==> src/rtl/key_event_ctrl.sv <==
// key_event_ctrl: debounced key press / auto-repeat event source for the matrix CPU core.
// Ports:
//   clk, rst           clock, synchronous active-high reset
//   tick               sample strobe; debounce and repeat counting advance only when high
//   keys_n             raw active-low buttons (asynchronous)
//   di                 interrupt disable; blocks launching of new events
//   key_state          debounced levels, 1 = pressed
//   evt_valid/evt_ack  event handshake; evt_code, evt_repeat, evt_vector held while valid
//   overrun            sticky, a press was lost
// Build option: define KEY_REPEAT_EN to include the auto-repeat counter and owner logic.
module key_event_ctrl #(
    parameter int NKEYS        = 6,
    parameter int DEB_TICKS    = 16,
    parameter int REPEAT_DELAY = 200,
    parameter int REPEAT_RATE  = 50,
    parameter int CNT_W        = 16
) (
    input  logic             clk,
    input  logic             rst,
    input  logic             tick,
    input  logic [NKEYS-1:0] keys_n,
    input  logic             di,
    output logic [NKEYS-1:0] key_state,
    output logic             evt_valid,
    output logic [2:0]       evt_code,
    output logic             evt_repeat,
    output logic [7:0]       evt_vector,
    input  logic             evt_ack,
    output logic             overrun
);
    typedef enum logic {IDLE, PRESENT} state_t;

    state_t state_q, state_d;
    logic [NKEYS-1:0] s1_q, s1_d, s2_q, s2_d, stable_q, stable_d;
    logic [NKEYS-1:0] pending_q, pending_d, is_press_q, is_press_d;
    logic [NKEYS-1:0] press, fire_vec, clr;
    logic [CNT_W-1:0] cnt_q [NKEYS];
    logic [CNT_W-1:0] cnt_d [NKEYS];
    logic             overrun_q, overrun_d, rep_q, rep_d;
    logic [2:0]       code_q, code_d, sel;
    logic [7:0]       vec_q, vec_d;

`ifdef KEY_REPEAT_EN
    localparam bit REP_EN = 1'b1;
    logic [2:0]       own_q, own_d;
    logic             own_v_q, own_v_d, rphase_q, rphase_d, fire;
    logic [CNT_W-1:0] rcnt_q, rcnt_d;

    // Owner is taken from the stable value being loaded so the delay is measured from the accepted press.
    always_comb begin
        own_d    = '0;
        own_v_d  = 1'b0;
        rcnt_d   = '0;
        rphase_d = 1'b0;
        fire     = 1'b0;
        for (int k = NKEYS - 1; k >= 0; k--)
            if (stable_d[k]) begin
                own_d   = 3'(k);
                own_v_d = 1'b1;
            end
        if (own_v_d && own_v_q && own_d == own_q) begin
            rcnt_d   = rcnt_q;
            rphase_d = rphase_q;
            if (tick) begin
                if (rcnt_q + 1'b1 == (rphase_q ? CNT_W'(REPEAT_RATE) : CNT_W'(REPEAT_DELAY))) begin
                    fire     = 1'b1;
                    rcnt_d   = '0;
                    rphase_d = 1'b1;
                end else
                    rcnt_d = rcnt_q + 1'b1;
            end
        end
        fire_vec = fire ? NKEYS'(1) << own_d : '0;
    end

    always_ff @(posedge clk) begin
        if (rst) begin
            own_q    <= '0;
            own_v_q  <= 1'b0;
            rcnt_q   <= '0;
            rphase_q <= 1'b0;
        end else begin
            own_q    <= own_d;
            own_v_q  <= own_v_d;
            rcnt_q   <= rcnt_d;
            rphase_q <= rphase_d;
        end
    end
`else
    localparam bit REP_EN = 1'b0;
    logic unused_rep;
    assign unused_rep = |{REPEAT_DELAY, REPEAT_RATE};
    assign fire_vec   = '0;
`endif

    always_comb begin
        s1_d     = ~keys_n;
        s2_d     = s1_q;
        stable_d = stable_q;
        for (int k = 0; k < NKEYS; k++) begin
            cnt_d[k] = '0;
            if (s2_q[k] != stable_q[k]) begin
                if (tick && cnt_q[k] == CNT_W'(DEB_TICKS - 1))
                    stable_d[k] = ~stable_q[k];
                else
                    cnt_d[k] = tick ? cnt_q[k] + 1'b1 : cnt_q[k];
            end
        end
        press = stable_d & ~stable_q;
    end

    always_comb begin
        sel     = '0;
        clr     = '0;
        state_d = state_q;
        code_d  = code_q;
        rep_d   = rep_q;
        vec_d   = vec_q;
        for (int k = NKEYS - 1; k >= 0; k--)
            if (pending_q[k]) sel = 3'(k);
        if (state_q == IDLE) begin
            if (!di && |pending_q) begin
                state_d  = PRESENT;
                code_d   = sel;
                rep_d    = REP_EN & ~is_press_q[sel];
                vec_d    = 8'd2 + {4'd0, sel, 1'b0};
                clr[sel] = 1'b1;
            end
        end else if (evt_ack)
            state_d = IDLE;
        // New sets win over the presenter's clear, so a fresh press during delivery becomes a later event.
        pending_d  = (pending_q & ~clr) | press | fire_vec;
        is_press_d = (is_press_q & ~clr) | press;
        overrun_d  = overrun_q | (|(press & pending_q & is_press_q & ~clr));
    end

    always_ff @(posedge clk) begin
        if (rst) begin
            state_q    <= IDLE;
            s1_q       <= '0;
            s2_q       <= '0;
            stable_q   <= '0;
            pending_q  <= '0;
            is_press_q <= '0;
            overrun_q  <= 1'b0;
            code_q     <= '0;
            rep_q      <= 1'b0;
            vec_q      <= '0;
            for (int k = 0; k < NKEYS; k++) cnt_q[k] <= '0;
        end else begin
            state_q    <= state_d;
            s1_q       <= s1_d;
            s2_q       <= s2_d;
            stable_q   <= stable_d;
            pending_q  <= pending_d;
            is_press_q <= is_press_d;
            overrun_q  <= overrun_d;
            code_q     <= code_d;
            rep_q      <= rep_d;
            vec_q      <= vec_d;
            for (int k = 0; k < NKEYS; k++) cnt_q[k] <= cnt_d[k];
        end
    end

    assign key_state  = stable_q;
    assign evt_valid  = state_q == PRESENT;
    assign evt_code   = code_q;
    assign evt_repeat = rep_q;
    assign evt_vector = vec_q;
    assign overrun    = overrun_q;
endmodule
==> config.mk <==
export PLATFORM = sky130hd
export DESIGN_NAME = key_event_ctrl
export DESIGN_NICKNAME = d
export VERILOG_FILES = /design/src/rtl/key_event_ctrl.sv
export SDC_FILE = /design/constraint.sdc
export NUM_CORES = 1
export LEC_CHECK = 0
export ABC_AREA = 1
export ABC_CLOCK_PERIOD_IN_PS = 4750
export CORE_MARGIN = 4
export CORE_UTILIZATION = 30
export DETAILED_ROUTE_END_ITERATION = 8
export PLACE_DENSITY = 0.43
export SETUP_SLACK_MARGIN = 0.4
export SLEW_MARGIN = 20
export SYNTH_ARGS = -nofsm -noshare
export SYNTH_HDL_FRONTEND = slang
export SYNTH_SLANG_ARGS = --single-unit
==> constraint.sdc <==
create_clock -name clk -period 4.75 [get_ports clk]
set_clock_uncertainty 0.05 [all_clocks]
set_input_delay 0.475 -clock clk [delete_from_list [all_inputs] [get_ports clk]]
set_output_delay 0.475 -clock clk [all_outputs]
set_load 0.005 [all_outputs]
==> Yosys cells after proc, flatten, opt, wreduce, memory -nomap -nowiden <==
Memory sizes are Yosys's and may differ from the RTL's.
Index checks and enable logic that the tools add are counted.
{ "word_totals": {"ramBits": 96, "input_bits": 11, "elab_cells": 120, "n_memories": 1, "output_inout_bits": 20, "register_bits": 43} }
{ "classes": {"n_bitwise": 25, "n_lt_le_gt_ge": 2, "n_reduce_logical": 12, "addsub": 7, "n_eq_ne": 12, "mux": 52} }
{ "memory_table": {"columns": ["memory", "words", "width", "read_ports", "rd_clocked_by_memory_dff", "write_ports", "line", "text"], "rows": [
  ["cnt_q", 6, 16, 6, 0, 6, "37", "logic [CNT_W-1:0] cnt_q [NKEYS];"]
]} }
{ "op_table": {"columns": ["operator", "n"], "rows": [
  ["2-to-1 mux 16 bit", 24],
  ["adder 16 x 1 -> 16 bit (second input constant)", 6],
  ["== test 16 x 4 -> 1 bit (second input constant)", 6],
  ["AND 6 bit", 6],
  ["2-to-1 mux 1 bit", 19],
  ["2-to-1 mux 3 bit", 6],
  ["NOT 6 bit", 3],
  ["2-to-1 mux 6 bit", 2],
  ["bitwise OR 6 bit", 2],
  ["OR reduction 6 bit", 2],
  ["logical AND 1 bit", 8],
  ["NOT 1 bit", 7],
  ["bitwise OR 1 bit", 7],
  ["!= test 1 bit", 6],
  ["adder 2 x 4 -> 5 bit (first input constant)", 1],
  ["less-than comparator 3 x 4 -> 1 bit (second input constant)", 1],
  ["demux 1 bit (select 3 bit)", 1],
  ["greater-or-equal comparator 3 x 1 -> 1 bit (second input constant)", 1],
  ["AND reduction 2 bit", 1],
  ["zero test 1 bit", 1]
]} }

==> Longest topological paths before layout <==
{ "logic_depth": {"ltp_word": 16, "mapped_depth": 13, "mapped_depth_nobuf": 13} }

==> Least setup slack after synthesis <==
No wires, ideal clock.
{ "synth_timing": {"path_type": "input to register", "from": "input port tick", "to": "memory cnt_q[1][14]", "path_buffers": 1, "cell_stages": 9, "slack_ns": 3.118, "setup_time_ns": 0.113, "t_required_ns": 4.587, "t_arrival_ns": 1.469, "path_cell_list": "buf_6 nand2_2 nor2_2 nand4_1 or2_1 nor4_4 nand2_1 nand2_1 nor2_1"} }
{ "synth_lines": {"columns": ["element", "line", "text"], "rows": [
  ["start, declared", "20", "input logic tick,"],
  ["end, declared", "37", null]
]} }

==> metrics.csv <==
stage;metric;value;unit
sta;report.final.setup_viol;0;
yosys;syn_inst;870;
grt;global_route.peak_usage_layer;met2;
yosys;register_area_share_after_synthesis;0.434;
hold_path;worst_hold_startpoint;s1_q[4];
final_layout;area_growth;18.9;%
die;num_io_pins;31;
grt;grt_util_all_layers;0.121;
final_layout;most_common_cell_after_layout_fill_and_taps_aside;nand2_1;
worst_setup_path;cp_num_buf_inv;4;
run_status;outcome;completed;
worst_setup_path;timing.critical_path.cells;clkdlybuf4s50_1 > buf_4 > inv_1 > nor2_1 > nand3_1 > nor2_1 > nand2_1 > nand2_1 > nor2_2 > inv_1 > a21oi_1 > o21a_1;
placed_design;hpwlAfterDp;9.58;mm
worst_setup_path;worst-endpoint-arrival;2.90;ns
final_layout;final_layout_size_suffix_gt1_frac;0.0740;
yosys;yosys.area_share.xor_xnor;0.0323;
placed_design;buffer_ports.inserted;25;
die;die_area;23100;um^2
yosys;yosys.area_share.adder;0.0141;
sta;final_min_period_over_clock_period;0.542;
route;ant_nets;0;
final_layout;fillCellCount;2166;
clock_network;cts_htree_levels;4;
route;drcViolationCount;0;
yosys;postSynthRegisterBits;135;
sta;hold_viol_final;0;
power_and_ir_drop;p_int;2.07;mW
grt;antenna_found_initial;0;
clock_network;cts_tree;yes;
die;floorplan.initialDensity;0.307;
route;routed_via_density;4.43;
final_layout;final_nets;924;
final_layout;leading_cell_types_in_the_layout_fill_and_taps_excluded;nand2_1 (167), nor2_1 (135), dfxtp_1 (135), inv_1 (113), a21oi_1 (85);
grt;grt_pass1_wl;23.4;mm
grt;grt_start_max_net_pins;37;
route;wirelength;13.2;mm
worst_setup_path;critPathMaxStageDelay;0.69;ns
worst_setup_path;cp.depth;12;
power_and_ir_drop;power.switching;0.533;mW
die;placementRows;52;
yosys;synth_top_cell_area_share;0.434;
sta;setup_repair_after_global_routing_missed_its_margin;no;
sta;fmax;388;MHz
die;design.core.area;20300;um^2
power_and_ir_drop;power_leakage;2.63;nW
yosys;synth_area_leader_cell;dfxtp_1;
sta;timing.final.crit_period;2.58;ns
route;vias;5262;
worst_setup_path;ff2ff_path_depth;9;
yosys;number_of_enable_type_register_cells_in_the_synthesized_netlist;0;
grt;grt-ovfl-total;0;
worst_setup_path;timing.critical_path.from_type;primary input;
grt;met3_usage;0.0293;
yosys;yosys-top-cells-area;dfxtp_1 (43%), nand2_1 (10%), nor2_1 (8.1%);
worst_setup_path;path_max_fanout;12;
clock_network;cts.root.buffer_cell;clkbuf_16;
yosys;synth_simple_gate_area_frac;0.315;
worst_setup_path;worstSetupPathType;in2reg;
clock_network;cts_sinks;135;
yosys;async_reset_ff_frac;0;
sta;setup-tns-final;0;ns
yosys;yosys_warnings;0;
power_and_ir_drop;clkPwrFrac;0.544;
worst_setup_path;crit_required;5.07;ns
worst_setup_path;endpoint_kind;flip-flop;
clock_network;cts_resized;0;
sta;worst_slew_margin_rel;0.630;
die;die_width;152;um
power_and_ir_drop;share_comb_of_total_power;0.018;
clock_network;worstSkewPairLatency;0.42;ns
clock_network;clock_tree.buffer_depth;2;
sta;worst-slew-pin-transition;0.553;ns
grt;grt_met1_use;0.158;
run;max-cap-violations;0;
power_and_ir_drop;sw_frac_of_total;0.204;
hold_path;hold_path_class;reg2reg;
clock_network;path_clk_slew;0.06;ns
worst_setup_path;cp-startpoint;tick;
worst_setup_path;critical-path-top-delay-family;buffers and inverters;
route;drtIter0Drc;228;
worst_setup_path;worst_r2r_startpoint;cnt_q[1][0];
yosys;yosys.cell_types.count;40;
clock_network;cts_hold_buffers;0;
yosys;dominant_combinational_cell_family_by_area_after_synthesis;simple AND/OR/NAND/NOR gates;
yosys;synth_mux_area_frac;0;
grt;grt_pass1_vias;4951;
power_and_ir_drop;total_power;2.61;mW
yosys;postSynth.topFlopCell;dfxtp_1;
power_and_ir_drop;power-per-cell-area;352;nW/um^2
worst_setup_path;r2r_slack;2.86;ns
worst_setup_path;critPathSlowestCell;clkdlybuf4s50_1;
final_layout;n_antenna_cell;0;
sta;drv_slew;0;
yosys;syn_avg_cell_area;7.16;um^2
placed_design;gp_congestion;0.737;
route;drt_pre_antenna_iters;5;
power_and_ir_drop;sequentialPowerShare;0.438;
die;chipHeight;152;um
hold_path;whs_path_depth;2;
yosys;synth_compound_gate_area_share;0.120;
route;drt-wirelength-per-cell;11.1;um
grt;gr-usage-met2;0.191;
yosys;syn_area;6230;um^2
clock_network;cts_inserted_buffers;17;
sta;worst_hold_slack;0.354;ns
power_and_ir_drop;power.ir.vdd_worst;0.000264;V
clock_network;post-cts-setup-buffer-count;0;
==> worst paths after layout <==
kind / end
worst max-delay path: cnt_q[2][11]
worst min-delay path: s2_q[4]
worst max register to register: cnt_q[1][11]
worst min register to register: s2_q[4]
==> flip-flops by register name, indices dropped and copies added, names as in the netlist <==
register / flops
s2_q: 6
evt_vector: 4
is_press_q: 6
pending_q: 6
overrun: 1
cnt_q: 96
evt_code: 3
evt_valid: 1
key_state: 6
s1_q: 6
==> worst reg2reg max path: cells and delay by family, from the launching register on <==
| family | cells | cell delay (ns) |
|---|---|---|
| buf+inv | 2 | 0.28 |
| flops | 1 | 0.33 |
| compound gates | 3 | 0.39 |
| simple gates | 3 | 0.58 |
| fa+ha+maj | 1 | 0.22 |
==> per-layer routing <==
metal / share of wire / up-vias / wire length (um)
li1: - / 2876 / -
met2: 0.45 / 63 / 5930
met4: 0.018 / 0 / 235
met1: 0.51 / 2304 / 6690
met5: 0 / - / 0
met3: 0.028 / 19 / 371
==> final cells by class <==
type	instances	area [um^2]	share of cell area
flip-flops and latches	135	2700	0.365
clock buffers	21	470	0.0636
multi-input cells	608	3020	0.408
well taps	270	338	0.0456
inverters	116	435	0.0588
clock inverters	11	171	0.0232
repair buffers	28	268	0.0362
==> cell usage after synthesis, types with 3 or more instances <==
| cell | number |
|---|---|
| nor3_2 | 5 |
| o21a_1 | 9 |
| ha_1 | 7 |
| dfxtp_1 | 135 |
| nor2_1 | 135 |
| nand4_1 | 21 |
| nand3_1 | 44 |
| nor3_1 | 22 |
| nor3b_1 | 4 |
| nand2_1 | 167 |
| xnor2_1 | 10 |
| inv_1 | 113 |
| a31oi_1 | 5 |
| a21oi_1 | 85 |
| nand2_2 | 3 |
| xor2_1 | 13 |
| nor2_2 | 9 |
| buf_4 | 6 |
| inv_2 | 3 |
| clkbuf_1 | 6 |
| o21ai_0 | 40 |
| nor2_4 | 3 |
==> metrics by stage <==
| stage | utilization | area [um^2] | setup WS [ns] | std cells |
|---|---|---|---|---|
| after floorplan | - | 6240 | 3.12 | 874 |
| after global placement | 0.333 | 6760 | 1.74 | 1157 |
| after detailed placement | 0.333 | 6760 | 1.66 | 1157 |
| after CTS | 0.365 | 7400 | 2.13 | 1189 |
| after global routing | 0.365 | 7400 | 1.90 | 1189 |
| final | 0.365 | 7400 | 2.17 | 1189 |
==> power by group through the flow <==
stage	combinational, mW	sequential (mW)	clock [mW]
2_1_floorplan	0.0321	1.17	0
3_3_place_gp	0.0475	1.17	0
3_5_place_dp	0.0477	1.17	0
4_1_cts	0.0478	1.14	1.47
5_1_grt	0.0540	1.14	1.51
6_report	0.0465	1.14	1.42
==> kinds of logic (layout without fill, tap and decap cells) <==
logic type	after synthesis	in the layout
buffers and inverters	131	176
other	1	5
adder cells (fa/ha/maj)	7	7
XOR/XNOR	23	23
AO/OA/AOI/OAI	142	142
AND/OR/NAND/NOR	431	431
flip-flops	135	135
No activity file was read; power rests on OpenSTA's default activity.
